File: src/rtl/uart_tx.sv
// uart_tx: 8-bit UART transmitter, LSB first, 1 or 2 stop bits.
// A byte is taken through a valid/ready handshake and serialised on txd,
// which idles high. Bit timing is derived from clk via a baud counter.
// All outputs are registered so txd is glitch-free.

module uart_tx #(
  parameter int CLKS_PER_BIT = 434,
  parameter int STOP_BITS    = 1
) (
  input  logic       clk,
  input  logic       rst,
  input  logic [7:0] tx_data,
  input  logic       tx_valid,
  output logic       tx_ready,
  output logic       txd,
  output logic       tx_busy,
  output logic       tx_done
);

  // Baud counter is just wide enough to hold CLKS_PER_BIT-1, never narrower than 1 bit.
  localparam int BW = (CLKS_PER_BIT > 2) ? $clog2(CLKS_PER_BIT) : 1;
  localparam logic [BW-1:0] BAUD_LAST = BW'(CLKS_PER_BIT - 1);
  localparam logic [BW-1:0] BAUD_ZERO = BW'(0);
  localparam logic [BW-1:0] BAUD_ONE  = BW'(1);
  // Index of the last stop period as seen by the bit counter.
  localparam logic [3:0] STOP_LAST = 4'(STOP_BITS - 1);

  typedef enum logic [1:0] {
    IDLE  = 2'd0,
    START = 2'd1,
    DATA  = 2'd2,
    STOP  = 2'd3
  } state_t;

  state_t          state;
  state_t          state_next;
  logic [BW-1:0]   baud_cnt;
  logic [BW-1:0]   baud_next;
  logic [3:0]      bit_cnt;
  logic [3:0]      bit_next;
  logic [7:0]      shift_reg;
  logic [7:0]      shift_next;
  logic            accept;
  logic            bit_end;
  logic            data_last;
  logic            stop_last;
  logic            txd_next;
  logic            ready_next;
  logic            busy_next;
  logic            done_next;

  assign accept    = tx_valid & tx_ready;
  assign bit_end   = (baud_cnt == BAUD_LAST);
  assign data_last = (bit_cnt == 4'd7);
  assign stop_last = (bit_cnt == STOP_LAST);

  // State register.
  always_ff @(posedge clk or posedge rst) begin
    if (rst) begin
      state <= IDLE;
    end else begin
      state <= state_next;
    end
  end

  // Next-state logic: each state advances only at the end of its bit period.
  always_comb begin
    state_next = state;
    case (state)
      IDLE: begin
        if (accept) begin
          state_next = START;
        end else begin
          state_next = IDLE;
        end
      end
      START: begin
        if (bit_end) begin
          state_next = DATA;
        end else begin
          state_next = START;
        end
      end
      DATA: begin
        if (bit_end && data_last) begin
          state_next = STOP;
        end else begin
          state_next = DATA;
        end
      end
      STOP: begin
        if (bit_end && stop_last) begin
          state_next = IDLE;
        end else begin
          state_next = STOP;
        end
      end
      default: begin
        state_next = IDLE;
      end
    endcase
  end

  // Datapath next values: baud phase, bit index and the shifting data copy.
  always_comb begin
    baud_next  = baud_cnt;
    bit_next   = bit_cnt;
    shift_next = shift_reg;
    case (state)
      IDLE: begin
        // Phase restarts at zero so each frame is aligned to its accept edge.
        baud_next = BAUD_ZERO;
        bit_next  = 4'd0;
        if (accept) begin
          shift_next = tx_data;
        end else begin
          shift_next = shift_reg;
        end
      end
      START: begin
        baud_next = bit_end ? BAUD_ZERO : (baud_cnt + BAUD_ONE);
        bit_next  = 4'd0;
      end
      DATA: begin
        baud_next = bit_end ? BAUD_ZERO : (baud_cnt + BAUD_ONE);
        if (bit_end) begin
          bit_next   = data_last ? 4'd0 : (bit_cnt + 4'd1);
          shift_next = {1'b0, shift_reg[7:1]};
        end else begin
          bit_next   = bit_cnt;
          shift_next = shift_reg;
        end
      end
      STOP: begin
        baud_next = bit_end ? BAUD_ZERO : (baud_cnt + BAUD_ONE);
        if (bit_end) begin
          bit_next = stop_last ? 4'd0 : (bit_cnt + 4'd1);
        end else begin
          bit_next = bit_cnt;
        end
      end
      default: begin
        baud_next = BAUD_ZERO;
        bit_next  = 4'd0;
      end
    endcase
  end

  // Datapath registers.
  always_ff @(posedge clk or posedge rst) begin
    if (rst) begin
      baud_cnt  <= BAUD_ZERO;
      bit_cnt   <= 4'd0;
      shift_reg <= 8'd0;
    end else begin
      baud_cnt  <= baud_next;
      bit_cnt   <= bit_next;
      shift_reg <= shift_next;
    end
  end

  // Output decode from the upcoming state so the registered outputs line up with it.
  always_comb begin
    txd_next   = 1'b1;
    ready_next = 1'b1;
    busy_next  = 1'b0;
    case (state_next)
      IDLE: begin
        txd_next   = 1'b1;
        ready_next = 1'b1;
        busy_next  = 1'b0;
      end
      START: begin
        txd_next   = 1'b0;
        ready_next = 1'b0;
        busy_next  = 1'b1;
      end
      DATA: begin
        txd_next   = shift_next[0];
        ready_next = 1'b0;
        busy_next  = 1'b1;
      end
      STOP: begin
        txd_next   = 1'b1;
        ready_next = 1'b0;
        busy_next  = 1'b1;
      end
      default: begin
        txd_next   = 1'b1;
        ready_next = 1'b1;
        busy_next  = 1'b0;
      end
    endcase
    done_next = (state == STOP) && (state_next == IDLE);
  end

  // Output registers; reset forces the line back to idle immediately.
  always_ff @(posedge clk or posedge rst) begin
    if (rst) begin
      txd      <= 1'b1;
      tx_ready <= 1'b1;
      tx_busy  <= 1'b0;
      tx_done  <= 1'b0;
    end else begin
      txd      <= txd_next;
      tx_ready <= ready_next;
      tx_busy  <= busy_next;
      tx_done  <= done_next;
    end
  end

endmodule

File: config.mk
export PLATFORM = sky130hd
export DESIGN_NAME = uart_tx
export DESIGN_NICKNAME = d
export VERILOG_FILES = /design/src/rtl/uart_tx.sv
export SDC_FILE = /design/constraint.sdc
export NUM_CORES = 1
export LEC_CHECK = 0
export ABC_AREA = 1
export CAP_MARGIN = 5
export CORE_MARGIN = 4
export CORE_UTILIZATION = 28
export CTS_BUF_LIST = sky130_fd_sc_hd__clkbuf_4 sky130_fd_sc_hd__clkbuf_8 sky130_fd_sc_hd__clkbuf_16
export CTS_CLUSTER_DIAMETER = 50
export DETAILED_ROUTE_END_ITERATION = 16
export GPL_TIMING_DRIVEN = 0
export PLACE_DENSITY_LB_ADDON = 0.3
export SLEW_MARGIN = 20
export SYNTH_ARGS = -nofsm -noshare
export SYNTH_HDL_FRONTEND = slang
export SYNTH_SLANG_ARGS = --single-unit
File: constraint.sdc
create_clock -name clk -period 1.6 [get_ports clk]
set_input_delay 0.16 -clock clk [delete_from_list [all_inputs] [get_ports clk]]
set_output_delay 0.16 -clock clk [all_outputs]
set_load 0.01 [all_outputs]
==> impl_metrics.env <==
export IMPL_status="finished with violations"
export IMPL_failed_checks="negative setup slack"
export IMPL_drtPass1Iterations=4
export IMPL_post_route_cell_area_mm2=0.00193
export IMPL_ys_top_cells_by_area="sky130_fd_sc_hd__dfrtp_1 (44%), sky130_fd_sc_hd__nand2_1 (8.1%), sky130_fd_sc_hd__ha_1 (7.0%)"
export IMPL_first_global_vias=1048
export IMPL_pre_cts_ws_ps=-280
export IMPL_drive_gt1_share_pct=34.4
export IMPL_relSlewSlack_pct=35.9
export IMPL_ctsRootBufferMaster="sky130_fd_sc_hd__clkbuf_8"
export IMPL_port_buffers=14
export IMPL_grt_pass1_wl_um=4390
export IMPL_cp_data_arrival_time_ps=1910
export IMPL_synth_top_cells_by_count="sky130_fd_sc_hd__nand2_1 (31), sky130_fd_sc_hd__dfrtp_1 (25), sky130_fd_sc_hd__inv_1 (17)"
export IMPL_crit_type="reg -> reg"
export IMPL_power_switching_share_pct=31.0
export IMPL_clock_latency_ps=270
export IMPL_ant_nets=0
export IMPL_gpl_final_weighted_congestion=0.748
export IMPL_postSynthRegisterBits=27
export IMPL_detailed_place_hpwl_um=1900
export IMPL_max_freq_mhz=586
export IMPL_period_share_pct=107
export IMPL_p_leak_uw=0.000851
export IMPL_net_switching_power_uw=596
export IMPL_number_of_antenna_violations_at_the_first_check_in_global_routing=0
export IMPL_syn_inst=160
export IMPL_grt_usage_pct=8.79
export IMPL_power_per_cell_area_mw_per_mm2=999
export IMPL_post_layout_nonfiller_instances=256
export IMPL_largest_register_ffs=9
export IMPL_final_critical_path_setup_slack_ps=-107
export IMPL_unrepaired_setup_endpoints_after_global_routing="true"
export IMPL_clock_sink_total=27
export IMPL_grt_max_degree=28
export IMPL_die_height_um=79.7
export IMPL_synth_area_per_cell_um2=8.99
export IMPL_tritoncts_num_buffers=3
export IMPL_post_route_drc_count=0
export IMPL_synth_seq_area_share_pct=47.2
export IMPL_hold_buffers=0
export IMPL_worst_endpoint_required_ps=1810
export IMPL_initial_core_util_pct=29.7
export IMPL_cts_htree_levels=1
export IMPL_worst_ir_drop_vdd_uv=628
export IMPL_die_width_um=79.7
export IMPL_worstSetupStartpointType="flip-flop"
export IMPL_synth_edf_count=0
export IMPL_coreArea_mm2=0.00485
export IMPL_worstHoldPathType="in -> async"
export IMPL_cap_violations=0
export IMPL_final_hold_viol_count=0
export IMPL_reg_to_reg_endpoint="txd"
export IMPL_worst_slew_pin_transition_ps=955
export IMPL_clock_tree_from_tritoncts="yes"
export IMPL_i_o_pin_count=15
export IMPL_finalSetupViolations=4
export IMPL_routed_via_count=1074
export IMPL_p_seq_share_pct=50.7
export IMPL_detailed_place_area_mm2=0.00168
export IMPL_wl_per_cell_um=10.3
export IMPL_via_to_cell_ratio=4.20
export IMPL_synthesis_to_layout_area_growth_pct=34.0
export IMPL_utilization_pct=39.7
export IMPL_most_repeated_cell_in_the_gate_level_netlist_after_synthesis="sky130_fd_sc_hd__nand2_1"
export IMPL_number_of_distinct_library_cells_after_synthesis=28
export IMPL_syn_cell_area_mm2=0.00144
export IMPL_critical_path_peak_fanout=3
export IMPL_power_share_clock_pct=20.3
export IMPL_yosysTopAreaCellShare_pct=43.5
export IMPL_intPower_uw=1330
export IMPL_finish_net_count=209
export IMPL_cp_end_kind="flip-flop"
export IMPL_reg2reg_slack_ps=-110
export IMPL_global_route_overflow_total=0
export IMPL_path_clk_slew_ps=90
export IMPL_detailedRoute_firstIterationViolations=33
export IMPL_design_die_area_mm2=0.00634
export IMPL_async_flop_share_pct=100
export IMPL_synth_main_ff_cell="sky130_fd_sc_hd__dfrtp_1"
export IMPL_synth_largest_area_cell="sky130_fd_sc_hd__dfrtp_1"
export IMPL_fin_skew_ps=4.57
export IMPL_placementRows=25
export IMPL_mappedNetlistNets=179
export IMPL_ff2ff_path_depth=11
export IMPL_antenna_cells=0
export IMPL_post_place_cells=241
export IMPL_yosys_warnings=0
export IMPL_final_period_minus_worst_setup_slack_ps=1710
export IMPL_ctsLongestPathBuffers=2
export IMPL_power_frac_comb_pct=29.0
export IMPL_r2r_start="baud_cnt[1]"
export IMPL_finalWirelength_um=2630
export IMPL_maxSlewViolCount=0
-- repair_timing --
action,4_1_cts,5_1_grt
gates cloned,0,0
resized for setup,9,18
setup endpoints to repair,4,12
setup buffers,7,4
hold endpoints to repair,0,0
pin swaps,4,5
-- how the worst max path moves through the flow --
| stage | from | cells after the start | endpoint |
|---|---|---|---|
| 3_3_place_gp | baud_cnt[1] | 10 | txd |
| 2_1_floorplan | baud_cnt[1] | 9 | txd |
| 3_5_place_dp | baud_cnt[1] | 10 | txd |
| 6_report | baud_cnt[1] | 11 | txd |
| 4_1_cts | baud_cnt[1] | 11 | tx_busy |
| 5_1_grt | baud_cnt[0] | 12 | txd |
-- stage by stage --
step,hold slack [ps],setup TNS (ps),total power (uW)
final,289,-276,1920
after detailed placement,470,-685,1430
after global routing,346,-662,2070
after floorplan,211,-128,1290
after global placement,466,-601,1410
after CTS,451,-602,1880
-- critical path, cell delays in order, from the launching register on --
cell	delay, ps
sky130_fd_sc_hd__dfrtp_1	380
sky130_fd_sc_hd__inv_1	60
sky130_fd_sc_hd__ha_2	170
sky130_fd_sc_hd__nand2_2	60
sky130_fd_sc_hd__nor2_4	150
sky130_fd_sc_hd__nand2_4	90
sky130_fd_sc_hd__inv_4	70
sky130_fd_sc_hd__o21ai_2	60
sky130_fd_sc_hd__nor3_4	230
sky130_fd_sc_hd__buf_4	180
sky130_fd_sc_hd__ha_1	160
sky130_fd_sc_hd__a21oi_2	30
-- metal layers --
metal / vias to the layer above / global-route usage (%) / share of wire (%)
met1: 489 / 11.0 / 47
met5: - / 0 / 0
met2: 13 / 14.5 / 49
met4: 0 / 4.64 / 1.9
met3: 4 / 1.24 / 2.3
li1: 568 / - / -
-- area by class of cell --
class | instances | area, um^2
plain buffers | 1 | 11.3
clock buffers | 4 | 48.8
fillers | 486 | 2920
inverters | 26 | 113
multi-input cells | 106 | 746
flip-flops and latches | 27 | 678
well taps | 67 | 83.8
repair buffers | 25 | 246
-- power by group through the flow --
stage	registers, uW	clock network (uW)	logic [uW]
global route	997	434	642
floorplan	970	0	322
finish	976	390	558
global placement	979	0	435
detailed placement	985	0	440
CTS	957	411	510
-- cell families after synthesis --
kind of cell	Yosys count	synth area share [%]
buffers and inverters	27	7.92
and+or+nand+nor	77	28.1
DFF	27	47.2
xor gates and xnor gates	3	1.83
adders and majority gates	8	6.96
AOI/OAI and AO/OA	18	8.01
-- layout by cell type (no fill, tap or decap), types with 2 or more instances in the layout --
master                             n
sky130_fd_sc_hd__nand3_2           4
sky130_fd_sc_hd__ha_4              2
sky130_fd_sc_hd__nand2_2          14
sky130_fd_sc_hd__dfrtp_1          25
sky130_fd_sc_hd__nand3_1           9
sky130_fd_sc_hd__clkdlybuf4s50_1  14
sky130_fd_sc_hd__nand2_1          22
sky130_fd_sc_hd__buf_4             7
sky130_fd_sc_hd__nand3_4           2
sky130_fd_sc_hd__a21oi_1           6
sky130_fd_sc_hd__nor2_1           12
sky130_fd_sc_hd__nand2_4           2
sky130_fd_sc_hd__clkbuf_8          3
sky130_fd_sc_hd__buf_6             4
sky130_fd_sc_hd__o211ai_1          3
sky130_fd_sc_hd__nor3b_1           2
sky130_fd_sc_hd__inv_4             2
sky130_fd_sc_hd__a21oi_2           2
sky130_fd_sc_hd__inv_1            16
sky130_fd_sc_hd__xor2_1            2
sky130_fd_sc_hd__dfstp_2           2
sky130_fd_sc_hd__ha_1              5
sky130_fd_sc_hd__o21ai_0           4
sky130_fd_sc_hd__inv_2             5
sky130_fd_sc_hd__nor2_2            2
sky130_fd_sc_hd__nor2_4            5
Note: power is estimated with default switching activity, not from simulation.
